## config.mk

```make
export PLATFORM = sky130hd
export DESIGN_NAME = gpr_file
export DESIGN_NICKNAME = d
export VERILOG_FILES = /design/src/rtl/gpr_pkg.sv /design/src/rtl/gpr_sweep_fsm.sv /design/src/rtl/gpr_file.sv
export SDC_FILE = /design/constraint.sdc
export NUM_CORES = 1
export LEC_CHECK = 0
export CAP_MARGIN = 20
export CORE_UTILIZATION = 50
export CTS_CLUSTER_DIAMETER = 120
export DETAILED_ROUTE_END_ITERATION = 10
export PLACE_DENSITY = 0.76
export SKIP_LAST_GASP = 1
export SYNTH_ARGS = -nofsm -noshare
export SYNTH_HDL_FRONTEND = slang
export SYNTH_SLANG_ARGS = --single-unit
```

## constraint.sdc

```tcl
create_clock -name clk -period 3.42 [get_ports clk]
set_input_delay 0.684 -clock clk [delete_from_list [all_inputs] [get_ports clk]]
set_output_delay 0.684 -clock clk [all_outputs]
set_load 0.02 [all_outputs]
```

## src/rtl/gpr_pkg.sv

```systemverilog
// rtl/gpr_pkg.sv - shared types and constants for the gpr_file register array
package gpr_pkg;

  typedef enum logic {
    SWEEP = 1'b0,
    IDLE  = 1'b1
  } gpr_state_e;

  localparam int GPR_DEF_DATA_W   = 32;
  localparam int GPR_DEF_NUM_REGS = 16;
  localparam int GPR_R0_IDX       = 0;

endpackage

```

## src/rtl/gpr_sweep_fsm.sv

```systemverilog
// rtl/gpr_sweep_fsm.sv - clear-sweep sequencer: walks every register index writing zero
module gpr_sweep_fsm
  import gpr_pkg::*;
#(
  parameter int NUM_REGS = GPR_DEF_NUM_REGS,
  parameter int AW       = $clog2(NUM_REGS)
) (
  input  logic          clk,
  input  logic          clr,
  input  logic          sweep_req,
  output logic          sweep_busy,
  output logic          sweep_we,
  output logic [AW-1:0] sweep_idx,
  output logic          wr_allow
);

  gpr_state_e    state_q, state_d;
  logic [AW-1:0] cnt_q, cnt_d;

  always_ff @(posedge clk or negedge clr) begin
    if (!clr) begin
      state_q <= SWEEP;
      cnt_q   <= '0;
    end else begin
      state_q <= state_d;
      cnt_q   <= cnt_d;
    end
  end

  always_comb begin
    state_d    = state_q;
    cnt_d      = cnt_q;
    sweep_busy = 1'b0;
    sweep_we   = 1'b0;
    wr_allow   = 1'b0;
    case (state_q)
      SWEEP: begin
        sweep_busy = 1'b1;
        sweep_we   = 1'b1;
        cnt_d      = cnt_q + 1'b1;
        if (cnt_q == AW'(NUM_REGS - 1)) begin
          state_d = IDLE;
          cnt_d   = '0;
        end
      end
      IDLE: begin
        wr_allow = 1'b1;
        if (sweep_req) begin
          state_d = SWEEP;
          cnt_d   = '0;
        end
      end
    endcase
  end

  assign sweep_idx = cnt_q;

endmodule

```

## src/rtl/gpr_file.sv

```systemverilog
// rtl/gpr_file.sv - parametrised register array with registered reads and R0 BAout zeroing
// Optional write-first read bypass selected by macro GPR_BYPASS_EN.
module gpr_file
  import gpr_pkg::*;
#(
  parameter int  DATA_W   = GPR_DEF_DATA_W,
  parameter int  NUM_REGS = GPR_DEF_NUM_REGS,
  parameter int  RD_PORTS = 2,
  localparam int AW       = $clog2(NUM_REGS)
) (
  input  logic                       clk,
  input  logic                       clr,
  input  logic                       wr_en,
  input  logic [AW-1:0]              wr_addr,
  input  logic [DATA_W-1:0]          wr_data,
  input  logic [RD_PORTS-1:0]        rd_en,
  input  logic [RD_PORTS*AW-1:0]     rd_addr,
  input  logic [RD_PORTS-1:0]        ba_out,
  output logic [RD_PORTS*DATA_W-1:0] rd_data,
  output logic [RD_PORTS-1:0]        rd_valid,
  input  logic                       sweep_req,
  output logic                       sweep_busy,
  output logic                       wr_drop
);

  logic [DATA_W-1:0] mem [NUM_REGS];
  logic              sweep_we;
  logic [AW-1:0]     sweep_idx;
  logic              wr_allow;
  logic              wr_fire;

  gpr_sweep_fsm #(
    .NUM_REGS(NUM_REGS),
    .AW      (AW)
  ) u_sweep (
    .clk       (clk),
    .clr       (clr),
    .sweep_req (sweep_req),
    .sweep_busy(sweep_busy),
    .sweep_we  (sweep_we),
    .sweep_idx (sweep_idx),
    .wr_allow  (wr_allow)
  );

  assign wr_fire = wr_en & wr_allow;

  // No reset on the array itself; the sweep provides the cleared state.
  always_ff @(posedge clk) begin
    if (sweep_we) begin
      mem[sweep_idx] <= '0;
    end else if (wr_fire) begin
      mem[wr_addr] <= wr_data;
    end
  end

  always_ff @(posedge clk or negedge clr) begin
    if (!clr) begin
      wr_drop <= 1'b0;
    end else begin
      wr_drop <= wr_en & ~wr_allow;
    end
  end

  for (genvar p = 0; p < RD_PORTS; p++) begin : g_port
    logic [AW-1:0]     addr;
    logic [DATA_W-1:0] rd_val;
    logic [DATA_W-1:0] data_q;
    logic              valid_q;

    assign addr = rd_addr[p*AW +: AW];

    always_comb begin
      rd_val = mem[addr];
`ifdef GPR_BYPASS_EN
      if (wr_fire && (wr_addr == addr)) begin
        rd_val = wr_data;
      end
`endif
      // BAout zeroing wins over the bypass.
      if (ba_out[p] && (addr == AW'(GPR_R0_IDX))) begin
        rd_val = '0;
      end
    end

    always_ff @(posedge clk or negedge clr) begin
      if (!clr) begin
        data_q  <= '0;
        valid_q <= 1'b0;
      end else if (sweep_busy) begin
        data_q  <= '0;
        valid_q <= 1'b0;
      end else begin
        valid_q <= rd_en[p];
        if (rd_en[p]) begin
          data_q <= rd_val;
        end
      end
    end

    // Gate with sweep_busy so a read issued in the last IDLE cycle is hidden.
    assign rd_data[p*DATA_W +: DATA_W] = sweep_busy ? '0 : data_q;
    assign rd_valid[p]                 = valid_q & ~sweep_busy;
  end

endmodule

```

## Yosys cells after proc, flatten, opt, wreduce, memory -nomap -nowiden

Memory sizes are Yosys's and may differ from the RTL's.
Index checks and enable logic that the tools add are counted.

- Logic and storage cells: 48
- Output and inout port bits: 68
- Memories kept: 1
- Bits in registers: 72
- Bits in writable memories: 512
- Bits of input ports: 52

- Mux-type cells: 24
- Bitwise operators: 6
- Add/subtract/negate cells: 1
- Eq/ne operators: 4
- Reductions and logical operators: 5

Memories:

| memory | words | bits a word | rd ports | clocked after memory_dff | write ports | RTL line | RTL |
|---|---|---|---|---|---|---|---|
| mem | 16 | 32 | 2 | 0 | 1 | gpr_file.sv:26 | `logic [DATA_W-1:0] mem [NUM_REGS];` |

Operators with widths:

| operator | count |
|---|---|
| $mux 32 | 9 |
| $reduce_or 32->1 | 1 |
| $mux 4 | 3 |
| $mux 1 | 10 |
| $logic_not 4->1 | 2 |
| $pmux 4 s2 | 1 |
| $ne 2x2->1 const B | 3 |
| $add 4x1->4 const B | 1 |
| $and 1x1->1 | 4 |
| $eq 4x4->1 const B | 1 |
| $logic_and 1x1->1 | 2 |
| $not 1->1 | 2 |
| $pmux 1 s2 | 1 |

## Depth between registers and ports, before layout

Gate-level depths: netlist of the first run.

- Word-level depth: 7
- Mapped depth: 8
- Mapped depth without buffers: 5

## By module

Synthesis of the first run repeated with hierarchy kept, for this count alone.

- Cell total of the unflattened synthesis: 1593
- Area total of the unflattened synthesis: 26809.5 um^2

Modules (own cells, without submodules):

| module | seq. area each (um^2) | area an instance (um^2) | cells each | instances |
|---|---|---|---|---|
| gpr_file | 17051.4 | 26544.2 | 1567 | 1 |
| gpr_sweep_fsm | 125.1 | 265.3 | 26 | 1 |

## Worst setup path before layout of the first run

No wires, ideal clock.

- Kind: input to register
- Start: in wr_en
- End: mem mem[2][0] (netlist name) (enable)
- Library setup time: 0.421 ns
- Arrival time: 2.785 ns
- Data required time: 2.999 ns
- Buffers on the path: 1
- Stages: 5
- Setup slack: 0.214 ns
- Path through: clkbuf_1 nand2_1 nor3b_1 a31oi_1 nor2_1

- Word-level cells in the longest chain between the ends: 6
- Elaborated cells between the ends (all ways): 7
- Those cells by class: 5 x mux; 1 x bitwise; 1 x reduce/logical

Ends and longest elaborated chain:

| item | RTL line | RTL |
|---|---|---|
| start, declared | gpr_file.sv:13 | `input logic wr_en,` |
| $and 1x1->1 (*) | gpr_file.sv:45 | `assign wr_fire = wr_en & wr_allow;` |
| $mux 1 (*) | gpr_file.sv:51 | `end else if (wr_fire) begin` |
| $mux 1 (*) | gpr_file.sv:49 | `if (sweep_we) begin` |
| $mux 1 (not written as such) (*) | gpr_file.sv:52 | `mem[wr_addr] <= wr_data;` |
| $reduce_or 32->1 (no source line) | -- |  |
| $mux 4 (no source line) or $mux 1 (tied branches) | -- |  |
| end, declared | gpr_file.sv:26 |  |

Mark *: on every way between the ends. The rest lies on a longest branch, timed or not.

## Worst setup path in the final report of the first run

- Start: reg u_sweep.state_q
- End: out rd_data[13]

- Word-level cells in the longest chain between the ends: 1

Ends and longest elaborated chain:

| item | RTL line | RTL |
|---|---|---|
| start, declared | gpr_sweep_fsm.sv:17 | `gpr_state_e state_q, state_d;` |
| start signal, assigned | gpr_sweep_fsm.sv:25 | `state_q <= state_d;` |
| $mux 32 | gpr_file.sv:101 | `assign rd_data[p*DATA_W +: DATA_W] = sweep_busy ? '0 : data_q;` |
| end, declared | gpr_file.sv:19 | `output logic [RD_PORTS*DATA_W-1:0] rd_data,` |

Every way passes these cells.

==> results of run 1 <==
## through the flow
| step | hold slack [ns] | power, mW | instance area, um^2 | util, % | setup slack [ns] |
|---|---|---|---|---|---|
| detailed placement | 0.4784 | 13.48 | 29240 | 55.32 | 0.1682 |
| floorplan | 0.3884 | 11.76 | 26860 | - | 0.2137 |
| CTS | 0.1315 | 20.05 | 31250 | 59.11 | 0.2634 |
| finish | 0.1247 | 20.04 | 31250 | 59.11 | 0.2730 |
| global placement | 0.4723 | 13.28 | 29240 | 55.32 | 0.2301 |
| global route | 0.1439 | 20.59 | 31250 | 59.11 | 0.1968 |
## how the worst max path moves through the flow
stage	endpoint	slack (ns)	depth (start not counted)
after floorplan	mem[2][0]	0.21	5
after global placement	mem[3][7]	0.23	5
after detailed placement	mem[2][7]	0.17	5
after CTS	rd_data[13]	0.26	3
after global routing	rd_data[13]	0.20	3
final	rd_data[13]	0.27	3
## cell families after synthesis
group / after synthesis / share of synthesized area (%)
flip-flops: 584 / 63.94
multiplexers: 418 / 23.02
AO/OA/AOI/OAI: 228 / 6.377
AND/OR/NAND/NOR: 202 / 3.959
buffers and inverters: 131 / 2.655
adder cells (fa/ha/maj): 1 / 0.04657
## power groups by stage
stage / registers, mW / clock network [mW] / logic [mW]
after floorplan: 9.66 / 0 / 2.10
after global placement: 9.81 / 0 / 3.47
after detailed placement: 9.91 / 0 / 3.57
after CTS: 9.79 / 6.68 / 3.59
after global routing: 9.90 / 6.92 / 3.77
final: 9.80 / 6.64 / 3.60
## sequential cells by signal, summed over array words and instances, names as in the netlist
signal,count
u_sweep.sweep_idx,4
u_sweep.state_q,1
mem,512
wr_drop,1
g_port.data_q,64
g_port.valid_q,2
## cell usage after synthesis (all sizes together), types with 5 or more instances
cell	instances	area (um^2)
clkbuf	41	155.1
dfrtp	72	1802
mux2i	260	2603
nor2b	8	50.05
mux4	157	3570
o21ai	34	170.2
inv	8	30.03
nor2	26	100.1
a32oi	31	271.5
o221ai	19	166.4
nand2	56	210.2
buf	82	528.0
o211ai	13	97.59
and3	33	206.5
a31oi	7	43.79
and2	68	425.4
a22oi	111	833.3
nor3b	5	37.54
edfxtp	512	15370
## final cells by class
type                       count  area (um^2)  share of cell area (%)
timing repair buffer         196         2051                   6.562
clock buffer                  71         1560                   4.993
inverter                       8        30.03                 0.09609
tap                          688        860.8                   2.755
clock inverter                39        445.4                   1.425
multi-input combinational    849         9123                   29.19
sequential                   584        17180                   54.98
## cell usage in the layout (no fill, tap or decap), drive strengths merged, types with 31 or more instances in the layout
cell / Yosys / final
a22oi: 111 / 111
a32oi: 31 / 31
and2: 68 / 68
and3: 33 / 33
buf: 82 / 83
clkbuf: 41 / 72
clkdlybuf4s50: 0 / 112
dfrtp: 72 / 72
edfxtp: 512 / 512
mux2i: 260 / 260
mux4: 157 / 157
nand2: 56 / 56
o21ai: 34 / 34
## layer usage
layer | up-vias | track usage [%]
met5 | - | 0
met2 | 946 | 44.83
met3 | 175 | 5.168
met4 | 0 | 11.04
met1 | 8349 | 36.67
li1 | 6716 | -
==> results.md, run 1 <==
* Post-CTS resize count at 0
* Final Max Tran Viols at 0
* Yosys warns at 0
* Max Cap Violations at 0
* CP Class: reg2out
* Clock transition at path regs at 0.07 ns
* CP arrival at about 2.5 ns
* DRT iter0 DRCs at between 1,500 and 2,000
* Die Footprint at 0.05466 mm^2
* Pint at 14.46 mW
* Status: complete, but fails checks
* Vias after detailed routing at between 15,000 and 20,000
* PD cells at 641.3 mW/mm^2
* Worst path required time at 2.74 ns
* Seq pwr share at about half
* Met1 WL at between 20 and 30 mm
* # fillers at around 3,800
* Tmin final at roughly 3.1 ns
* DIE WIDTH at roughly 230 um
* Number of global-route vias before repair at 16,380
* WL final at ~74 mm
* Post-synthesis sequential area ratio at 63.94%
* GR Overflow Total at 0
* RSZ-0062 raised after global routing: no
* FFs w/ async S/R, synth at 12.33%
* Row count at 84
* Final routed DRC violation total at 6
* Top Layer Used: met4
* Yosys reg bits at 584
* H-tree Lvls at 2
* Post-synth EDFFs at 512
* Dpl hpwl at between 40 and 50 mm
* Area growth, synth to finish at 16.34%
* Critical-path maximum fanout at 41
* Hold buffers post-CTS at 0
* Hold Fails Final Rpt at 0
* Clock sinks at around 580
* Worst skew pair latency at slightly above 0.6 ns
* Setup TNS at 0 ns
* Final RePlAce weighted congestion at roughly 0.84
* Die height at between 200 and 250 um
* Cell Area, Synth at between 0.02 and 0.03 mm^2
* Crit path from: u_sweep.state_q
* Critical-path top delay cell: clkdlybuf4s50_1
* I/O pin total at 120
* Share of layout cells above drive strength 1 at 20.38%
* CP Capture Type: primary output
* Largest net degree at the start of global routing at 74
* Mean post-synth cell area at about 17 um^2
* Starting Density at about 51%
* CP Cell Sequence: buf_4, and2_1, clkdlybuf4s50_1
* Placed insts at 2,325
* Post-Route Skew at around 0.031 ns
* Post-CTS Setup Bufs at 0
* Root Driver: clkbuf_16
* CTS tree: yes
* Failing checks: DRC
* Hold Crit Class: in2async
* Post-Synthesis Cells at about 1,600
* Cell Count, Final, Fillers Out at about 2,400
* CP delay by family, top: buffers and inverters
* GR Util All Layers at 27.52%
* Worst setup SP type: flip-flop
* First-pass GRT wire length at about 110 mm
* VDD IR max at about 420 uV
* Syn nets at 1,617
* Initial antenna violation count at 3
* Internal reg-to-reg setup slack at about 0.81 ns
* WP buf/inv at 2
* Fmax at approximately 0.32 GHz
* Final period util at ~92%
* Switching share of power at 27.82%
* Final setup fails at 0
* I/O Buffers at ~120
* Clock share of power at roughly a third
* Yosys cell types at between 40 and 50
* Synth Flop Type: edfxtp_1
* Metal2 WL at around 36 mm
* Vias per cell at 6.647
* Final nets at approximately 1,800
* Drt pass-1 iters at 10
* Max_slew headroom at about a third
* DRT antenna net count at 0
* Antenna cell count at 0
* Critical R2R Capture: mem[2][22]
* DR WL met3 at between 7 and 8 mm
* Slowest Stage Delay on Critical Path at roughly 0.68 ns
* Clock Path Buffers at 3
* Number of CTS-inserted buffers at 58
* LEAKAGE at 11.16 nW
* Sw Pwr at approximately 5.6 mW
* Slew @ Worst Pin at 1.013 ns
* Core Region at 0.05287 mm^2
* FF-to-FF path depth at 5
* DR WL/cell at 30.39 um
* Logic pwr share at between 10% and 20%
* Worst r2r src: u_sweep.state_q
Power figures use the tool's default switching activity.
==> inputs of run 2 (changes only) <==
--- a/config.mk
+++ b/config.mk
@@ -14,3 +14,4 @@
 export SYNTH_ARGS = -nofsm -noshare
 export SYNTH_HDL_FRONTEND = slang
 export SYNTH_SLANG_ARGS = --single-unit
+export TNS_END_PERCENT = 20
==> results of run 2 <==
The final DEF is identical to that of run 1; final timing and power are the same.
